### src/rtl/arb_mux_pkg.sv
// Shared constants and helpers for the arb_mux channel multiplexer.
package arb_mux_pkg;

    localparam logic MODE_FIXED = 1'b0;
    localparam logic MODE_RR    = 1'b1;

    // Channel-index width; never narrower than one bit.
    function automatic int unsigned idx_w(input int unsigned n);
        return (n <= 2) ? 1 : $clog2(n);
    endfunction

endpackage

### src/rtl/arb_mux_rr_arbiter.sv
// Combinational round-robin search: first requester after ptr, wrapping around.
module rr_arbiter
    import arb_mux_pkg::*;
#(
    parameter int unsigned NCH = 4,
    parameter int unsigned SW  = idx_w(NCH)
) (
    input  logic [NCH-1:0] req,
    input  logic [SW-1:0]  ptr,
    output logic [NCH-1:0] gnt,
    output logic [SW-1:0]  gnt_idx,
    output logic           gnt_any
);

    logic [SW-1:0] ch;

    // Offset 1 first so the last winner gets lowest priority; offset NCH re-grants ptr itself.
    always_comb begin
        gnt     = '0;
        gnt_idx = '0;
        gnt_any = 1'b0;
        ch      = '0;
        for (int unsigned k = 1; k <= NCH; k++) begin
            ch = SW'((32'(ptr) + k) % NCH);
            if (!gnt_any && req[ch]) begin
                gnt[ch] = 1'b1;
                gnt_idx = ch;
                gnt_any = 1'b1;
            end
        end
    end

endmodule

### src/rtl/arb_mux.sv
// N-channel valid/ready multiplexer with fixed or round-robin selection
// feeding a single registered output stage.
module arb_mux
    import arb_mux_pkg::*;
#(
    parameter int unsigned NCH = 4,
    parameter int unsigned DW  = 8,
    parameter int unsigned SW  = idx_w(NCH)
) (
    input  logic              clk,
    input  logic              rst_n,
    input  logic [NCH*DW-1:0] in_data,
    input  logic [NCH-1:0]    in_valid,
    output logic [NCH-1:0]    in_ready,
    input  logic              mode,
    input  logic [SW-1:0]     sel,
    output logic [DW-1:0]     out_data,
    output logic              out_valid,
    input  logic              out_ready,
    output logic [SW-1:0]     out_chan
);

    logic [SW-1:0]  ptr_q, ptr_d;
    logic [DW-1:0]  data_q, data_d;
    logic [SW-1:0]  chan_q, chan_d;
    logic           valid_q, valid_d;

    logic [NCH-1:0] rr_gnt;
    logic [SW-1:0]  rr_idx;
    logic           rr_any;

    logic [NCH-1:0] cand_oh;
    logic [SW-1:0]  cand_idx;
    logic           cand_any;
    logic           load_c;
    logic           fire_c;

    rr_arbiter #(
        .NCH (NCH),
        .SW  (SW)
    ) u_rr (
        .req     (in_valid),
        .ptr     (ptr_q),
        .gnt     (rr_gnt),
        .gnt_idx (rr_idx),
        .gnt_any (rr_any)
    );

    // Candidate selection; an out-of-range or idle sel yields no grant.
    always_comb begin
        cand_oh  = '0;
        cand_idx = '0;
        cand_any = 1'b0;
        if (mode == MODE_RR) begin
            cand_oh  = rr_gnt;
            cand_idx = rr_idx;
            cand_any = rr_any;
        end else if (32'(sel) < NCH) begin
            cand_oh[sel] = in_valid[sel];
            cand_idx     = sel;
            cand_any     = in_valid[sel];
        end
    end

    assign load_c   = !valid_q || out_ready;
    assign fire_c   = rst_n && load_c && cand_any;
    assign in_ready = (rst_n && load_c) ? cand_oh : '0;

    always_comb begin
        ptr_d   = ptr_q;
        data_d  = data_q;
        chan_d  = chan_q;
        valid_d = valid_q;
        if (load_c) begin
            valid_d = fire_c;
            if (fire_c) begin
                data_d = in_data[32'(cand_idx)*DW +: DW];
                chan_d = cand_idx;
            end
        end
        if (fire_c && mode == MODE_RR) begin
            ptr_d = cand_idx;
        end
    end

    // Reset parks ptr on the last channel so channel 0 wins first.
    always_ff @(posedge clk or negedge rst_n) begin
        if (!rst_n) begin
            ptr_q   <= SW'(NCH - 1);
            data_q  <= '0;
            chan_q  <= '0;
            valid_q <= 1'b0;
        end else begin
            ptr_q   <= ptr_d;
            data_q  <= data_d;
            chan_q  <= chan_d;
            valid_q <= valid_d;
        end
    end

    assign out_data  = data_q;
    assign out_chan  = chan_q;
    assign out_valid = valid_q;

endmodule

### config.mk
export PLATFORM = sky130hd
export DESIGN_NAME = arb_mux
export DESIGN_NICKNAME = d
export VERILOG_FILES = /design/src/rtl/arb_mux_pkg.sv /design/src/rtl/arb_mux_rr_arbiter.sv /design/src/rtl/arb_mux.sv
export SDC_FILE = /design/constraint.sdc
export NUM_CORES = 1
export LEC_CHECK = 0
export BUFFER_PORTS_ARGS = -buffer_cell sky130_fd_sc_hd__buf_2
export CAP_MARGIN = 30
export CORE_ASPECT_RATIO = 2
export CORE_MARGIN = 10
export CORE_UTILIZATION = 40
export DETAILED_ROUTE_END_ITERATION = 6
export PLACE_DENSITY = 0.75
export SLEW_MARGIN = 5
export SYNTH_ARGS = -nofsm -noshare
export SYNTH_HDL_FRONTEND = slang
export SYNTH_SLANG_ARGS = --single-unit
### constraint.sdc
create_clock -name clk -period 4.1 [get_ports clk]
set_input_delay 0.82 -clock clk [delete_from_list [all_inputs] [get_ports clk]]
set_output_delay 0.82 -clock clk [all_outputs]
set_load 0.02 [all_outputs]
---- Word-level counts from Yosys, hierarchy flattened ----
Index checks and enable logic that the tools add are counted.
storage, ports and cells
  bits in registers ....................... 13
  input port bits ......................... 42
  output and inout bits ................... 15
  logic and storage cells ................. 76
operators by class
  $add $sub $neg .......................... 4
  $lt $le $gt $ge ......................... 10
  shifts and indexed selects .............. 1
  multiplexer cells ....................... 36
  bitwise gates (word level) .............. 4
  reduce and logical (&&, ||, !) cells .... 17
operator list
  kind                                                  count
  indexed part select 32 x 6 -> 8 bit                   1
  two-way mux 4 bit                                     6
  < comparator 2 x 3 -> 1 bit (second input constant)   5
  two-way mux 1 bit                                     15
  OR 4 bit                                              3
  logical AND 1 bit                                     11
  binary-select mux 1 bit (select 2 bit)                5
  demux 1 bit (select 2 bit)                            5
  >= comparator 2 x 1 -> 1 bit (second input constant)  5
  two-way mux 2 bit                                     5
  adder 2 x 1 -> 2 bit (second input constant)          2
  adder 2 bit (second input constant)                   2
  AND 4 bit                                             1
  logical NOT 1 bit                                     4
  AND reduction 2 bit                                   1
  logical OR 1 bit                                      1

---- Longest topological paths before layout ----
  depth after elaboration ................. 16
  mapped depth ............................ 12

---- Cells and area by module ----
Synthesis repeated with hierarchy kept, for this count alone.
second synthesis, totals
  cell total of the unflattened synthesis .. 142
  area total of the unflattened synthesis .. 1482.7 µm²
modules (own cells, without submodules)
  module      instances  cells each  area an instance (µm²)  sequential area each (µm²)
  arb_mux     1          56          853.3                   327.8
  rr_arbiter  1          86          629.4                   0.0

---- Least setup slack after synthesis ----
OpenSTA, ideal clock, no wires.
  kind .................................... register -> output
  start point ............................. register ptr_q[0]
  end point ............................... output port in_ready[0]
  data arrival time ....................... 3.086 ns
  setup slack ............................. 0.194 ns
  stages on the path, launching flop included .. 10
  path buffers ............................ 2
  cell sequence ........................... dfstp_2 -> buf_4 -> inv_1 -> ha_1 -> buf_2 -> mux4_2 -> or3_4 -> nor2b_1 -> nand2_1 -> a311oi_1
on the way
  word-level cells in the longest chain between the ends .. 15
  elaborated cells on any way between the ends .. 50
RTL lines
  item                                                                  RTL line                  source
  start, declared                                                       arb_mux.sv:23             logic [SW-1:0] ptr_q, ptr_d;
  start signal, assigned                                                arb_mux.sv:89             ptr_q <= SW'(NCH - 1);
  start signal, assigned                                                arb_mux.sv:94             ptr_q <= ptr_d;
  branches (longest 12 deep; another with < comparator 2 x 3 -> 1 bit)  -
  two-way mux 4 bit *                                                   arb_mux_rr_arbiter.sv:25  if (!gnt_any && req[ch]) begin
  two-way mux 4 bit *                                                   arb_mux.sv:54             if (mode == MODE_RR) begin
  two-way mux 4 bit *                                                   arb_mux.sv:67             assign in_ready = (rst_n && load_c) ? cand_oh : '0;
  end, declared                                                         arb_mux.sv:14             output logic [NCH-1:0] in_ready,
Every way passes the cells marked *. The select of a mux whose other input is x is not followed.

---- Worst setup path after layout ----
Ends and elaborated chain as after synthesis.

==> flow_metrics.tcl <==
set metrics [dict create \
    synth_area_mm2 0.00156 \
    startpoint_type "flip-flop" \
    ys.flop_type "dfrtp_1" \
    firstDrtPassIters 4 \
    clk_pin_slew_worst_paths_ns 0.05 \
    rows 32 \
    insertion_delay_ns 0.24 \
    finClkSkew_ns 0.00157 \
    hold_violations 0 \
    ys_types 42 \
    critPathRequiredTime_ns 3.28 \
    arrival_ns 3.07 \
    cts_setup_buffers 0 \
    tns_ns 0 \
    min_path_type "input port to asynchronous set/reset pin" \
    clock-root-buffer "clkbuf_8" \
    min_period_ns 3.89 \
    routed_wl_um 4480 \
    layout.cells.non_filler 270 \
    pwr-share-seq_pct 17.8 \
    drv_cap 0 \
    crit_type "flip-flop to primary output" \
    crit_path_top_delay_cell "dfstp_2" \
    viasPerCell 5.62 \
    grt_pass1_wl_um 7510 \
    grt_use_total_pct 13.0 \
    cellPowerDensity_mw_per_mm2 673 \
    synth_edf_count 0 \
    syn_nets 220 \
    layout_commonest_cell "buf_2" \
    antenna_found_initial 0 \
    grt_pass1_vias 1651 \
    cts_tree "built" \
    ys_async_sr_fraction_pct 100 \
    fin_hold_ws_ns 0.468 \
    setup_viol 0 \
    grt_remaining_overflow 0 \
    grt_setup_unrepaired "false" \
    ios 57 \
    wl_per_cell_um 16.6 \
    finish.instance_area_mm2 0.00188 \
    layout_common_cells "buf_2, nand2_1, inv_1" \
    endpoint_kind "primary output" \
    die_h_um 108 \
    netSwitchingFraction_pct 48.4 \
    cts-resized-gates 0 \
    insertedDiodeCount 0 \
    dp.final_hpwl_um 3650 \
    ir_drop_mv 0.488 \
    final_util_pct 49.3 \
    p_int_uw 652 \
    htreeDepth 1 \
    slew_viol_final 0 \
    pwr-share-comb_pct 73.5 \
    syn_area_per_cell_um2 9.19 \
    dp_cells 266 \
    max_stage_delay_ns 0.53 \
    grt_max_degree 21 \
    yosysSeqAreaShare_pct 21.0 \
    drcViolationCount 0 \
    dr_total_vias 1518 \
    fmax_mhz 257 \
    finalNetCount 270 \
    start_util_pct 41.1 \
    path_cells "inv_1 > ha_1 > buf_4 > mux4_2 > or3_4 > nor2b_1 > nand2_1 > a311oi_1 > buf_2" \
    numClockSinks 13 \
    synth-seq-cells 13 \
    status "finished, final reports clean" \
    drt_iter0_drc 96 \
    core-area_mm2 0.00380 \
    crit_fanout 10 \
    tightest_slew_ns 0.791 \
    die-area_mm2 0.00696 \
    yosysWarnings 0 \
    area_growth_pct 20.1 \
    ant_nets 0 \
    cts_buffer_depth 2 \
    relSlewSlack_pct 47.3 \
    dieWidth_um 64.2 \
    switchingPower_uw 612 \
    drive_above_1_share_pct 43.4 \
    p_clk_share_pct 8.7 \
    gpl.final_weighted_congestion 0.792 \
    cts-buffers-inserted 3 \
    place_area_mm2 0.00183 \
    postSynthCellCount 170 \
    postCtsHoldBufs 0 \
    leakagePower_uw 0.000916 \
    io_buffers 56 \
    period_share_pct 94.8 \
]
[critical path, delay by kind of cell, from the launching register on]
family,cells,cell delay (ns)
AND/OR/NAND/NOR,3,0.73
flip-flops,1,0.53
buffers and inverters,3,0.52
multiplexers,1,0.39
adder cells (fa/ha/maj),1,0.35
AO/OA/AOI/OAI,1,0.30
[per-layer routing]
| metal | GRT usage (%) | part of all wire (%) | wire length (µm) |
|---|---|---|---|
| met1 | 12.4 | 37 | 1640 |
| met2 | 25.3 | 56 | 2490 |
| met3 | 2.69 | 4.8 | 217 |
| met4 | 6.00 | 2.9 | 129 |
| met5 | 0 | 0 | 0 |
[per-stage QoR]
stage	setup WS [ns]	power [µW]
CTS	0.249	1280
floorplan	0.194	969
detailed placement	0.511	1160
global route	0.0422	1380
finish	0.215	1260
global placement	0.583	1150
[flip-flops by register name, indices dropped and copies added (netlist names)]
| register | flops |
|---|---|
| out_data | 8 |
| out_chan | 2 |
| ptr_q | 2 |
| out_valid | 1 |
[worst paths after layout]
kind	from	endpoint	slack, ns	cells after the start
max reg2reg	ptr_q[0]	out_data[3]	0.82	10
max in group asynchronous	rst_n	ptr_q[0]	3.35	1
min	rst_n	out_chan[0]	0.47	1
min reg2reg	out_chan[0]	out_chan[0]	0.48	2
min in group clk	out_chan[0]	out_chan[0]	0.48	2
max	ptr_q[0]	in_ready[0]	0.21	9
[power groups by stage]
| stage | Sequential, µW | Combinational, µW | Clock, µW |
|---|---|---|---|
| after CTS | 227 | 935 | 114 |
| after floorplan | 302 | 667 | 0 |
| after global routing | 235 | 1020 | 122 |
| after detailed placement | 228 | 932 | 0 |
| after global placement | 227 | 922 | 0 |
| final | 226 | 929 | 110 |
[synthesized netlist by cell type, drive strengths merged (2+ instances only)]
cell    count  area share (%)
dfrtp      11              18
o211a       8             5.1
a311oi      5             3.2
nor2b       4             1.6
nor2        3            0.72
buf        14             7.0
a211oi      9             6.9
a31oi       3             1.2
mux4        3             4.3
mux2i       6             3.8
inv        13             3.1
ha          8             6.4
nor3b       2            0.96
o21ai       5             1.6
nand2      18             4.3
a21boi      8             3.8
and2        2            0.80
clkbuf      3            0.72
nand3      12             3.8
a222oi      4             2.6
o31ai       8             6.4
mux2        4             2.9
dfstp       2             3.4
a21oi       3            0.96
[layout make-up]
type | count | area (µm²)
inverters | 13 | 48.8
multi-input cells | 127 | 1070
flip-flops and latches | 13 | 328
repair buffers | 62 | 325
fillers | 378 | 1930
clock buffers | 4 | 45.0
well taps | 51 | 63.8
[cell families after synthesis]
logic type	share of synthesized area, %
and+or+nand+nor	14.9
AOI/OAI and AO/OA	35.9
muxes	11.0
DFF	21.0
buffers and inverters	10.8
adders and majority gates	6.41
Power figures use the tool's default switching activity.
